--- src/rtl/du_pkg.sv ---
// Shared definitions for the debug-unit clock controller: command codes,
// FSM state encodings and default widths.
package du_pkg;

  localparam int unsigned DU_NB_CNT = 32;
  localparam int unsigned DU_STEP_W = 8;
  localparam int unsigned DU_PC_W   = 32;

  typedef enum logic [1:0] {
    CMD_CLEAR = 2'b00,
    CMD_RUN   = 2'b01,
    CMD_STEP  = 2'b10,
    CMD_HALT  = 2'b11
  } du_cmd_e;

  typedef enum logic [1:0] {
    ST_IDLE = 2'b00,
    ST_RUN  = 2'b01,
    ST_STEP = 2'b10,
    ST_DONE = 2'b11
  } du_state_e;

  // The pipeline clock is enabled exactly in the two executing states
  function automatic logic du_clk_en(input du_state_e st);
    return (st == ST_RUN) || (st == ST_STEP);
  endfunction

endpackage

--- src/rtl/du_sat_counter.sv ---
// Saturating up-counter of enabled pipeline cycles; clear wins over enable.
module du_sat_counter #(
  parameter int unsigned NB_CNT = 32
) (
  input  logic              i_clk,
  input  logic              i_reset,
  input  logic              i_en,
  input  logic              i_clr,
  output logic [NB_CNT-1:0] o_count
);

  logic [NB_CNT-1:0] count_q;
  logic [NB_CNT-1:0] count_d;

  // Next count: clear, or increment until all-ones
  always_comb begin
    count_d = count_q;
    if (i_clr) begin
      count_d = '0;
    end else if (i_en && (count_q != {NB_CNT{1'b1}})) begin
      count_d = count_q + NB_CNT'(1);
    end
  end

  // Count register
  always_ff @(posedge i_clk or negedge i_reset) begin
    if (!i_reset) begin
      count_q <= '0;
    end else begin
      count_q <= count_d;
    end
  end

  assign o_count = count_q;

endmodule

--- src/rtl/du_clk_ctrl.sv ---
// Debug-unit clock controller: gates the pipeline clock enable from
// RUN / STEP / HALT / CLEAR commands and counts enabled cycles.
// Optional PC breakpoint support is compiled in with `define DU_BREAKPOINT_EN.
module du_clk_ctrl
  import du_pkg::*;
#(
  parameter int unsigned NB_CNT      = DU_NB_CNT,
  parameter int unsigned STEP_CYCLES = 1
) (
  input  logic               i_clk,
  input  logic               i_reset,
  input  logic               i_cmd_valid,
  input  logic [1:0]         i_cmd,
  output logic               o_cmd_ready,
  input  logic               i_halt_instr,
`ifdef DU_BREAKPOINT_EN
  input  logic [DU_PC_W-1:0] i_pc,
  input  logic [DU_PC_W-1:0] i_bp_addr,
  input  logic               i_bp_valid,
`endif
  output logic               o_dunit_clk_en,
  output logic [NB_CNT-1:0]  o_cycle_count,
  output logic [1:0]         o_state,
  output logic               o_done
);

  du_state_e            state_q;
  du_state_e            state_d;
  logic [DU_STEP_W-1:0] step_q;
  logic [DU_STEP_W-1:0] step_d;
  logic                 clk_en_q;
  logic                 clk_en_d;
  logic                 ready_q;
  logic                 ready_d;
  logic                 done_q;
  logic                 done_d;

  du_cmd_e              cmd_c;
  logic                 cmd_fire_c;
  logic                 halt_hit_c;
  logic                 bp_hit_c;
  logic                 clear_c;

  assign cmd_c      = du_cmd_e'(i_cmd);
  assign cmd_fire_c = i_cmd_valid && ready_q;
  // Program end only counts when the pipeline actually advanced this cycle
  assign halt_hit_c = i_halt_instr && clk_en_q;

`ifdef DU_BREAKPOINT_EN
  assign bp_hit_c = i_bp_valid && (i_pc == i_bp_addr);
`else
  assign bp_hit_c = 1'b0;
`endif

  // State register plus registered outputs
  always_ff @(posedge i_clk or negedge i_reset) begin
    if (!i_reset) begin
      state_q  <= ST_IDLE;
      step_q   <= '0;
      clk_en_q <= 1'b0;
      ready_q  <= 1'b1;
      done_q   <= 1'b0;
    end else begin
      state_q  <= state_d;
      step_q   <= step_d;
      clk_en_q <= clk_en_d;
      ready_q  <= ready_d;
      done_q   <= done_d;
    end
  end

  // Next-state and step-counter logic; program end overrides everything
  always_comb begin
    state_d = state_q;
    step_d  = step_q;
    clear_c = 1'b0;
    case (state_q)
      ST_IDLE: begin
        if (cmd_fire_c) begin
          case (cmd_c)
            CMD_RUN:   state_d = ST_RUN;
            CMD_STEP: begin
              state_d = ST_STEP;
              step_d  = DU_STEP_W'(STEP_CYCLES);
            end
            CMD_CLEAR: clear_c = 1'b1;
            default:   state_d = ST_IDLE;
          endcase
        end
      end
      ST_RUN: begin
        if (halt_hit_c) begin
          state_d = ST_DONE;
        end else if (bp_hit_c) begin
          state_d = ST_IDLE;
        end else if (cmd_fire_c && (cmd_c == CMD_HALT)) begin
          state_d = ST_IDLE;
        end
      end
      ST_STEP: begin
        if (halt_hit_c) begin
          state_d = ST_DONE;
          step_d  = '0;
        end else begin
          step_d = step_q - DU_STEP_W'(1);
          if (step_q <= DU_STEP_W'(1)) begin
            state_d = ST_IDLE;
          end
        end
      end
      ST_DONE: begin
        if (cmd_fire_c && (cmd_c == CMD_CLEAR)) begin
          state_d = ST_IDLE;
          clear_c = 1'b1;
        end
      end
      default: state_d = ST_IDLE;
    endcase
  end

  // Output decode from the upcoming state so every output is a flop
  always_comb begin
    clk_en_d = du_clk_en(state_d);
    ready_d  = (state_d != ST_STEP);
    done_d   = (state_d == ST_DONE) && (state_q != ST_DONE);
  end

  du_sat_counter #(
    .NB_CNT (NB_CNT)
  ) u_cnt (
    .i_clk   (i_clk),
    .i_reset (i_reset),
    .i_en    (clk_en_q),
    .i_clr   (clear_c),
    .o_count (o_cycle_count)
  );

  assign o_dunit_clk_en = clk_en_q;
  assign o_cmd_ready    = ready_q;
  assign o_state        = state_q;
  assign o_done         = done_q;

endmodule

--- config.mk ---
export PLATFORM = sky130hd
export DESIGN_NAME = du_clk_ctrl
export DESIGN_NICKNAME = d
export VERILOG_FILES = /design/src/rtl/du_pkg.sv /design/src/rtl/du_sat_counter.sv /design/src/rtl/du_clk_ctrl.sv
export SDC_FILE = /design/constraint.sdc
export NUM_CORES = 1
export LEC_CHECK = 0
export CAP_MARGIN = 25
export CORE_AREA = 2 2 82 116
export DETAILED_ROUTE_END_ITERATION = 16
export DIE_AREA = 0 0 84 118
export MAX_ROUTING_LAYER = met4
export PLACE_DENSITY = 0.61
export RECOVER_POWER = 100
export SETUP_SLACK_MARGIN = 0.1
export SLEW_MARGIN = 20
export SYNTH_ARGS = -nofsm -noshare
export SYNTH_HDL_FRONTEND = slang
export SYNTH_SLANG_ARGS = --single-unit
--- constraint.sdc ---
create_clock -name i_clk -period 3.7 [get_ports i_clk]
set_input_delay 0.74 -clock i_clk [delete_from_list [all_inputs] [get_ports i_clk]]
set_output_delay 0.74 -clock i_clk [all_outputs]
set_load 0.1 [all_outputs]
* Word-level counts from Yosys, hierarchy flattened
Cells that the tools add are included.
** Operators by class
- $add $sub $neg :: 2
- Multiply operators :: 0
- Divide/modulo/power cells :: 0
- Magnitude comparators :: 1
- Eq/ne operators :: 14
- Shift-type cells :: 0
- Multiplexer cells :: 18
- Bitwise gates (word level) :: 0
- Reductions and logical operators :: 12
** Operators by type and width (count)
- $mux W32 :: 2
- $add A32 B1 Y32 const B :: 1
- $ne A32 B32 Y1 const B :: 1
- $mux W8 :: 3
- $pmux W8 S2 :: 1
- $eq A2 B2 Y1 const B :: 6
- $mux W2 :: 6
- $le A8 B1 Y1 const B :: 1
- $pmux W2 S4 :: 1
- $sub A8 B1 Y8 const B :: 1
- $eq A2 B1 Y1 const B :: 3
- $logic_and A1 B1 Y1 :: 6
- $ne A2 B2 Y1 const B :: 3
- $pmux W2 S3 :: 1
- $logic_not A2 Y1 :: 2
- $reduce_bool A2 Y1 :: 2
- $mux W1 :: 3
- $reduce_and A3 Y1 :: 1
- $ne A2 B1 Y1 const B :: 1
- $pmux W1 S2 :: 1
- $logic_or A1 B1 Y1 :: 1
** Word-level totals
- Register bits :: 45
- Latch bits :: 0
- RAM bits :: 0
- ROM bits :: 0
- Input bits :: 6
- Output and inout bits :: 37
- Word-level logic and storage cells :: 53
- Memories :: 0

* Longest topological paths before layout
- Depth in word-level cells :: 7
- Gate-level depth with buffers :: 8
- Gate-level depth less buffers :: 8

* Modules after synthesis
From an unflattened synthesis, not the netlist that was laid out.
** Second synthesis, totals
- Cell total of the unflattened synthesis :: 292
- Area total of the unflattened synthesis :: 2751.4 um2
** Modules (own cells, without submodules)
- du_sat_counter :: instances 1, cells each 198, area an instance 1854.3 um2
- du_clk_ctrl :: instances 1, cells each 94, area an instance 897.1 um2

* Worst setup path after synthesis
No wires, ideal clock.
- Path type :: register -> register
- Start point :: reg u_cnt.count_q[0] (netlist: u_cnt.o_count[0])
- End point :: reg u_cnt.count_q[1] (netlist: u_cnt.o_count[1])
- Setup time :: 0.078 ns
- Arrival time :: 2.548 ns
- Required time :: 3.622 ns
- Path slack :: 1.073 ns
- Cell stages (with the launch flop) :: 8
- Path buffers :: 1
- Clock period less this slack :: 2.627 ns
- Path through :: dfrtp_1 > ha_1 > nand3_1 > or2_2 > nor4_4 > buf_6 > o21ai_1 > a21oi_1
** Between the ends
- Word-level cells in the longest chain between the ends :: 3
** Ends and longest elaborated chain
- start, declared :: line du_sat_counter.sv:12 : logic [NB_CNT-1:0] count_q;
- start signal, assigned :: line du_sat_counter.sv:30 : count_q <= count_d;
- $add A32 B1 Y32 or $ne A32 B32 Y1 (tied branches) :: line du_sat_counter.sv:21, du_sat_counter.sv:20
- $mux W32 or $logic_and A1 B1 Y1 (tied branches) :: line du_sat_counter.sv:20 : end else if (i_en && (count_q != {NB_CNT{1'b1}})) begin
- $mux W32 or $reduce_bool A2 Y1 (tied branches)
Parallel ways exist; a longest one is shown, timed or not. The select of a mux whose other input is x is not followed.
A chain may end at the register's enable or synchronous reset.

* Worst setup path after layout
- Start point :: in i_cmd[1]
- End point :: reg u_cnt.count_q[16] (netlist: u_cnt.o_count[16])
** Between the ends
- Word-level cells in the longest chain between the ends :: 5
** Ends and longest elaborated chain
- start, declared :: line du_clk_ctrl.sv:13 : input logic [1:0] i_cmd,
- $logic_not A2 Y1 (*) :: line du_clk_ctrl.sv:80, du_clk_ctrl.sv:112
- $mux W1 or $logic_and A1 B1 Y1 (tied branches) :: line du_clk_ctrl.sv:80, du_clk_ctrl.sv:112
- $mux W1, on equally long branches :: line du_clk_ctrl.sv:79, du_clk_ctrl.sv:112
- $pmux W1 S2 (*) :: line du_clk_ctrl.sv:77 : case (state_q)
- $mux W32 or $reduce_bool A2 Y1 (tied branches)
Every way passes the cells marked *; elsewhere a longest branch is shown, timed or not.

==> flow_metrics.env <==
export IMPL_outcome="finished, final reports clean"
export IMPL_path_cells="dlygate4sd3_1 -> nand4bb_1 -> nor3_1 -> clkbuf_1 -> or4_1 -> nand2_1"
export IMPL_viasPerCell=5.41
export IMPL_arrival_ns=3.12
export IMPL_maxCapViolations=0
export IMPL_cp_end_kind="flip-flop"
export IMPL_ctsHtreeMaxLevel=2
export IMPL_post_cts_buffers=0
export IMPL_yosys_register_bits=45
export IMPL_clock_sinks=45
export IMPL_post_place_ws_ns=1.05
export IMPL_slew_headroom=0.0147
export IMPL_setup_ws_ns=0.748
export IMPL_firstDrtPassIters=4
export IMPL_synth_commonest_cells="dfrtp_1, a21oi_1, nand2_1"
export IMPL_synth_edff_count=0
export IMPL_setup_violations=0
export IMPL_hold_viol=0
export IMPL_fmax_mhz=339
export IMPL_grt_max_degree=32
export IMPL_period_share=0.798
export IMPL_fin_util=0.369
export IMPL_period_minus_slack_ns=2.95
export IMPL_drc=0
export IMPL_core_rowCount=41
export IMPL_grt_total_usage=0.142
export IMPL_synthCells=284
export IMPL_die_x_um=84
export IMPL_ios=43
export IMPL_critical_path_max_stage_delay_ns=1.05
export IMPL_drt_initial_drc_count=89
export IMPL_post_cts_resized=0
export IMPL_drive_gt1_frac=0.0939
export IMPL_core_mm2=0.00887
export IMPL_clk_latency_ns=0.28
export IMPL_path_delay_family="buffers and inverters"
export IMPL_min_delay_path_class="reg2reg"
export IMPL_syn_num_nets=298
export IMPL_port_buffers=42
export IMPL_grt_pass1_vias=2310
export IMPL_grt_ovfl_total=0
export IMPL_placed_cells=428
export IMPL_ys_seq_area_frac=0.432
export IMPL_critPathBufInv=2
export IMPL_syn_area_mm2=0.00261
export IMPL_cts_tree="built"
export IMPL_cts_root_buf="clkbuf_16"
export IMPL_gp_congestion=0.812
export IMPL_grt_antenna_before_repair=0
export IMPL_fin_cells=437
export IMPL_grt_setup_unrepaired="no"
export IMPL_hpwl_mm=4.66
export IMPL_ys_types=44
export IMPL_synth_async_sr_flop_share=1.00
export IMPL_wl_per_cell_um=14.7
export IMPL_drv_slew=0
export IMPL_worst_pin_slew_ns=1.48
export IMPL_clock_path_buffers=2
export IMPL_cts_hold_buf=0
export IMPL_crit_slowest_cell="clkbuf_1"
export IMPL_avgSynthCellArea_um2=9.19
export IMPL_synth_largest_area_cell="dfrtp_1"
export IMPL_startpoint_type="input pin"
export IMPL_finalSetupTns_ns=0
export IMPL_grt_pass1_wl_mm=11.3
export IMPL_fin_worst_skew_ns=0.00837
export IMPL_clkTransAtPathRegs_ns=0.06
export IMPL_cts_buffers=5
export IMPL_vias=2365
export IMPL_antenna_cells=0
export IMPL_wl_mm=6.42
export IMPL_synthFlopType="dfrtp_1"
export IMPL_cp_max_fo=31
export IMPL_netlist_area_leader_share=0.422
export IMPL_synthTopCellsByArea="dfrtp_1, a21oi_1, o21ai_0, ha_1, nand2_1"
export IMPL_nNetsFinal=343
export IMPL_yosysMostFrequentCell="dfrtp_1"
export IMPL_start_util=0.294
export IMPL_ant_nets=0
export IMPL_area_delta_synth_final_pct=25.4
export IMPL_critPathKind="in2reg"
export IMPL_die_area_mm2=0.00991
export IMPL_cp_required_ns=3.87
export IMPL_fp_dieH_um=118
export IMPL_yosysWarnings=0
## sequential cells by signal, indices dropped and copies added, names as in the netlist
register / cells
step_q: 8
o_cmd_ready: 1
o_dunit_clk_en: 1
o_state: 2
o_done: 1
u_cnt.o_count: 32
## final timing paths
path	start	to	slack (ns)	cells after the start
max	i_cmd[1]	u_cnt.o_count[16]	0.75	6
max in group asynchronous	i_reset	u_cnt.o_count[26]	1.19	2
min in group asynchronous	i_reset	step_q[3]	0.61	1
min	step_q[7]	step_q[7]	0.50	1
max reg2reg	u_cnt.o_count[8]	u_cnt.o_count[21]	0.99	5
min reg2reg	step_q[7]	step_q[7]	0.50	1
## per-layer routing
layer / vias to the layer above / part of all wire / global-route usage
met5: - / 0 / -
met4: 0 / 0.012 / 0.0444
met3: 4 / 0.030 / 0.0224
met2: 45 / 0.51 / 0.232
met1: 1147 / 0.45 / 0.181
li1: 1169 / - / -
## worst register-to-register path: cells and delay by family, from the launching register on
family	cells	cell delay, ns
AO/OA/AOI/OAI	1	0.15
flip-flops	1	0.47
AND/OR/NAND/NOR	4	2.00
## layout make-up
class,instances,area [um2]
Fill cell,918,5600
Clock buffer,6,129
Clock inverter,2,15.0
Inverter,10,37.5
Tap cell,107,134
Sequential cell,45,1130
Timing Repair Buffer,47,444
Multi-Input combinational cell,220,1390
## logic make-up (layout without fill, tap and decap cells)
| family | count (synthesis) | in the layout | synth area share |
|---|---|---|---|
| and+or+nand+nor | 121 | 121 | 0.279 |
| AOI/OAI and AO/OA | 85 | 85 | 0.195 |
| DFF | 45 | 45 | 0.432 |
| buffers and inverters | 19 | 65 | 0.0350 |
| adders and majority gates | 8 | 8 | 0.0384 |
| xor gates and xnor gates | 5 | 5 | 0.0168 |
| muxes | 1 | 1 | 0.00384 |
## cells in the final DEF (no fill, tap or decap), types with 2 or more instances in the layout
master	n
o2111ai_1	4
ha_1	8
clkdlybuf4s50_1	3
inv_1	10
clkbuf_16	5
nand4_2	2
o211a_1	3
a21oi_1	25
nand2_1	25
nand2b_1	3
nor2b_1	2
o21ai_1	10
or3_2	9
o41ai_1	3
o21ai_0	22
nand4_1	5
clkinvlp_4	2
nor3_1	9
or4_2	2
and3_1	5
or3_1	10
buf_4	3
xor2_1	5
nor2_1	15
a31oi_1	3
o31ai_1	11
dlygate4sd3_1	38
nand3_2	2
clkbuf_1	4
or4_1	11
nand3_1	12
dfrtp_1	44
## per-stage QoR
stage          hold WS [ns]  instance area, um2
6_report              0.498                3270
3_5_place_dp          0.482                3150
2_1_floorplan         0.444                2610
4_1_cts               0.413                3300
5_1_grt               0.522                3270
3_3_place_gp          0.465                3130
Power is not shown: default switching activity piles up to over one toggle a cycle in this logic, so the estimate is an artifact.
